[config.mk]
export PLATFORM = sky130hd
export DESIGN_NAME = mux_n_reg
export DESIGN_NICKNAME = d
export VERILOG_FILES = /design/src/rtl/mux_pkg.sv /design/src/rtl/mux_n_sel.sv /design/src/rtl/mux_n_reg.sv
export SDC_FILE = /design/constraint.sdc
export NUM_CORES = 1
export LEC_CHECK = 0
export BUFFER_PORTS_ARGS = -buffer_cell sky130_fd_sc_hd__buf_4
export CAP_MARGIN = 40
export CORE_MARGIN = 2
export CORE_UTILIZATION = 45
export CTS_CLUSTER_SIZE = 40
export DETAILED_ROUTE_END_ITERATION = 8
export HOLD_SLACK_MARGIN = 0.12
export PLACE_DENSITY = 0.73
export SETUP_SLACK_MARGIN = 0.3
export SLEW_MARGIN = 20
export SYNTH_ARGS = -nofsm -noshare
export SYNTH_HDL_FRONTEND = slang
export SYNTH_SLANG_ARGS = --single-unit
export TNS_END_PERCENT = 1
[constraint.sdc]
create_clock -name clk -period 2.5 [get_ports clk]
set_clock_uncertainty 0.1 [all_clocks]
set_input_delay 0.5 -clock clk [delete_from_list [all_inputs] [get_ports clk]]
set_output_delay 0.5 -clock clk [all_outputs]
set_load 0.01 [all_outputs]
[src/rtl/mux_pkg.sv]
// Shared definitions for the registered K:1 mux: select-width helper,
// skid-buffer state encoding and the default reset value.
package mux_pkg;

    localparam logic [31:0] DEF_RST_VAL = '0;

    typedef enum logic [1:0] {
        EMPTY = 2'd0,
        ONE   = 2'd1,
        FULL  = 2'd2
    } state_t;

    function automatic int unsigned sel_width(input int unsigned k);
        return (k <= 2) ? 1 : $clog2(k);
    endfunction

endpackage

[src/rtl/mux_n_sel.sv]
// Combinational K:1 selector, binary select by default or one-hot select
// when MUX_N_REG_ONEHOT_EN is defined; reports illegal selects.
module mux_n_sel
    import mux_pkg::*;
#(
    parameter int unsigned N             = 32,
    parameter int unsigned K             = 4,
    parameter logic [N-1:0] RST_VAL      = N'(DEF_RST_VAL),
    localparam int unsigned SW           = sel_width(K),
`ifdef MUX_N_REG_ONEHOT_EN
    localparam int unsigned SELW         = K
`else
    localparam int unsigned SELW         = SW
`endif
) (
    input  logic [K*N-1:0]  in_data_i,
    input  logic [SELW-1:0] sel_i,
    output logic [N-1:0]    data_o,
    output logic            illegal_o
);

`ifdef MUX_N_REG_ONEHOT_EN
    always_comb begin
        data_o = '0;
        for (int unsigned i = 0; i < K; i++) begin
            if (sel_i[i]) data_o = data_o | in_data_i[i*N +: N];
        end
        // An empty select yields the reset value rather than zero.
        if (sel_i == '0) data_o = RST_VAL;
        illegal_o = ($countones(sel_i) != 1);
    end
`else
    always_comb begin
        data_o    = RST_VAL;
        illegal_o = 1'b1;
        for (int unsigned i = 0; i < K; i++) begin
            if (sel_i == SW'(i)) begin
                data_o    = in_data_i[i*N +: N];
                illegal_o = 1'b0;
            end
        end
    end
`endif

endmodule

[src/rtl/mux_n_reg.sv]
// K:1 mux with registered output, two-entry skid buffer for valid/ready flow
// control and a sticky illegal-select flag. Optional macro: MUX_N_REG_ONEHOT_EN.
module mux_n_reg
    import mux_pkg::*;
#(
    parameter int unsigned N             = 32,
    parameter int unsigned K             = 4,
    parameter logic [N-1:0] RST_VAL      = N'(DEF_RST_VAL),
    localparam int unsigned SW           = sel_width(K),
`ifdef MUX_N_REG_ONEHOT_EN
    localparam int unsigned SELW         = K
`else
    localparam int unsigned SELW         = SW
`endif
) (
    input  logic            clk,
    input  logic            rst,
    input  logic [K*N-1:0]  in_data,
    input  logic [SELW-1:0] sel,
    input  logic            in_valid,
    output logic            in_ready,
    output logic [N-1:0]    out_data,
    output logic            out_valid,
    input  logic            out_ready,
    output logic            sel_err,
    input  logic            err_clr
);

    state_t         state_q, state_d;
    logic [N-1:0]   main_q, main_d;
    logic [N-1:0]   skid_q, skid_d;
    logic           rdy_q;
    logic           err_q, err_d;
    logic [N-1:0]   sel_data;
    logic           sel_ill;
    logic           accept;
    logic           xfer;

    mux_n_sel #(
        .N       (N),
        .K       (K),
        .RST_VAL (RST_VAL)
    ) u_sel (
        .in_data_i (in_data),
        .sel_i     (sel),
        .data_o    (sel_data),
        .illegal_o (sel_ill)
    );

    assign accept = in_valid && rdy_q;
    assign xfer   = (state_q != EMPTY) && out_ready;

    always_comb begin
        state_d = state_q;
        main_d  = main_q;
        skid_d  = skid_q;
        unique case (state_q)
            EMPTY: begin
                if (accept) begin
                    main_d  = sel_data;
                    state_d = ONE;
                end
            end
            ONE: begin
                if (accept && xfer) begin
                    main_d = sel_data;
                end else if (accept) begin
                    skid_d  = sel_data;
                    state_d = FULL;
                end else if (xfer) begin
                    state_d = EMPTY;
                end
            end
            FULL: begin
                // in_ready is low here, so only the skid-to-main move can occur.
                if (xfer) begin
                    main_d  = skid_q;
                    state_d = ONE;
                end
            end
            default: state_d = EMPTY;
        endcase
        // Set has priority over a coincident clear.
        err_d = (err_q && !err_clr) || (accept && sel_ill);
    end

    always_ff @(posedge clk or posedge rst) begin
        if (rst) begin
            state_q <= EMPTY;
            main_q  <= RST_VAL;
            skid_q  <= RST_VAL;
            rdy_q   <= 1'b0;
            err_q   <= 1'b0;
        end else begin
            state_q <= state_d;
            main_q  <= main_d;
            skid_q  <= skid_d;
            rdy_q   <= (state_d != FULL);
            err_q   <= err_d;
        end
    end

    assign in_ready  = rdy_q;
    assign out_data  = main_q;
    assign out_valid = (state_q != EMPTY);
    assign sel_err   = err_q;

endmodule

==> flow_metrics.tcl <==
set metrics [dict create \
    drv_slew 0 \
    floorplan.die_area_mm2 0.01094 \
    power_mw 4.842 \
    setup_viol 0 \
    synth_flop_cell "dfrtp_1" \
    cts_buffers 9 \
    worstSetupStartpointType "flip-flop" \
    p_leak_nw 2.765 \
    final_cell_area_mm2 0.006082 \
    path_max_fanout 32 \
    htree_levels 3 \
    grtUsageTotal_pct 23.42 \
    io_buffers 169 \
    cap_violations 0 \
    end_kind "flip-flop" \
    dieHeight_um 104.6 \
    yosys.area.top_type "dfrtp_1" \
    clkTransAtPathRegs_ps 80 \
    antenna_found_initial 0 \
    post_cts_resized 0 \
    seq_area_mm2 0.001702 \
    synth_cell_types 30 \
    gp_congestion 0.7607 \
    antenna_left 0 \
    synth.most_common_cell "mux2i_1" \
    final_nets 706 \
    r2r_cells 4 \
    crit_type "flip-flop to flip-flop" \
    n_fill_cell 814 \
    cts_hold_buf 0 \
    finalCritPeriodShare_pct 76.84 \
    async_flop_share_pct 100.0 \
    antenna_cells 0 \
    clock_latency_ps 340 \
    run_status "finished clean" \
    hold_violations 0 \
    synth-edff-count 0 \
    die_x_um 104.6 \
    yosysSeqAreaShare_pct 37.38 \
    grt_pass1_wl_um 20710 \
    pre_cts_ws_ps 352.8 \
    drtIter0Drc 184 \
    num_vias 4101 \
    setup_tns_ps 0 \
    fin_ws_ps 578.9 \
    drc 0 \
    timing.slew.headroom_pct 49.49 \
    synthTopCellsByArea "dfrtp_1 (37%), mux2i_1 (21%), mux2_2 (7.7%)" \
    fmax_mhz 520.5 \
    grt_overflow 0 \
    cp.arrival_ps 2000 \
    place_area_mm2 0.005899 \
    firstDrtPassIters 5 \
    io_pins 170 \
    ir_drop_v 0.0003299 \
    grt_pass1_vias 4200 \
    clockBufferDepth 2 \
    cts.sinks 68 \
    syn_to_final_growth_pct 33.62 \
    grt_max_degree 69 \
    holdCritPathClass "input port to asynchronous set/reset pin" \
    avgSynthCellArea_um2 10.74 \
    required_ps 2570 \
    syn_nets 559 \
    core_mm2 0.009774 \
    tightest_slew_ps 757.7 \
    multi_input_area_mm2 0.002574 \
    synth_top_cell_area_share_pct 37.38 \
    yosysWarnings 0 \
    rsz0062_at_grt "no" \
    syn_inst 424 \
    synth_commonest_cells "mux2i_1 (97), dfrtp_1 (68)" \
    cts_tree "yes" \
    synth_area_mm2 0.004552 \
    wire_per_inst_um 17.96 \
    cts_setup_buffers 0 \
    cts_root_buf "clkbuf_8" \
    power_density_mw_per_mm2 796.1 \
    routed_wl_um 12730 \
    rows 36 \
    hpwlAfterDp_um 8663 \
    post-route-util_pct 62.22 \
    initial_core_util_pct 46.57 \
    synth-seq-cells 68 \
    final_layout_size_suffix_gt1_share_pct 41.49 \
    period_needed_ps 1921 \
    vias_per_cell 5.784 \
]
[worst max-delay path, stage by stage, from the launching register on]
cell and delay (ps):
dfrtp_1 370, and2_1 200, buf_4 180, a31o_2 660
a41oi_1 230
[where the power goes]
| group | leakage, nW | total (mW) | internal, mW | switching, mW |
|---|---|---|---|---|
| logic | 1.88 | 2.01 | 1.09 | 0.928 |
| clock network | 0.0996 | 0.875 | 0.452 | 0.423 |
| registers | 0.788 | 1.95 | 1.63 | 0.319 |
| total | 2.77 | 4.84 | 3.17 | 1.67 |
[logic make-up (layout without fill, tap and decap cells)]
logic type	Yosys count	count (layout)	synth area share [%]
AO/OA/AOI/OAI	69	69	13.08
buffers and inverters	52	204	6.295
flip-flops	68	68	37.38
multiplexers	129	129	29.25
AND/OR/NAND/NOR	106	106	13.99
[cell usage in the layout (no fill, tap or decap)]
master,instances
nand2b_2,1
and2_1,1
dfrtp_1,68
nor2b_1,1
a21o_1,1
o2bb2ai_1,1
o21ai_0,1
and3b_1,1
or2_2,1
inv_2,1
mux2_2,31
nor3b_4,1
or3_1,32
nand2_1,32
buf_4,182
clkbuf_8,9
a311oi_1,32
mux2i_1,97
clkbuf_1,1
a31o_2,1
clkinvlp_4,1
mux2_1,1
nand3_1,2
nor2b_4,1
buf_12,4
a41oi_1,32
bufinv_16,1
nand3b_1,32
a21oi_1,1
clkinv_2,5
or2b_1,1
[sequential cells by signal, summed over array words and instances (netlist names)]
signal / count
state_q: 2
out_data: 32
skid_q: 32
in_ready: 1
sel_err: 1
[metrics by stage]
step	hold WS (ps)	cells
finish	147.6	709
detailed placement	387.3	693
global route	182.1	709
floorplan	358.0	424
CTS	163.4	709
global placement	371.2	693
[cell type report]
class                   instances  share of cell area [%]
multi-input cells             304                   42.32
flip-flops and latches         68                   27.98
repair buffers                186                   23.78
well taps                     133                   2.736
clock buffers                  10                   2.098
clock inverters                 6                  0.9052
inverters                       2                  0.1851
[per-layer routing]
layer / vias to the layer above / global-route usage (%) / wire length, µm
li1: 1933 / - / -
met1: 1996 / 29.05 / 5231
met2: 154 / 39.45 / 6424
met3: 18 / 5.614 / 846
met4: 0 / 9.048 / 232
met5: - / 0 / 0
[final timing paths]
kind	from	end	slack (ps)
setup / recovery	in_ready	out_data[5]	580
hold / removal	rst	skid_q[12]	150
setup reg to reg	in_ready	out_data[5]	580
hold reg to reg	skid_q[27]	skid_q[27]	400
max in group asynchronous	rst	out_data[9]	1850
min in group clk	err_clr	sel_err	190
No activity file was read; power rests on OpenSTA's default activity.
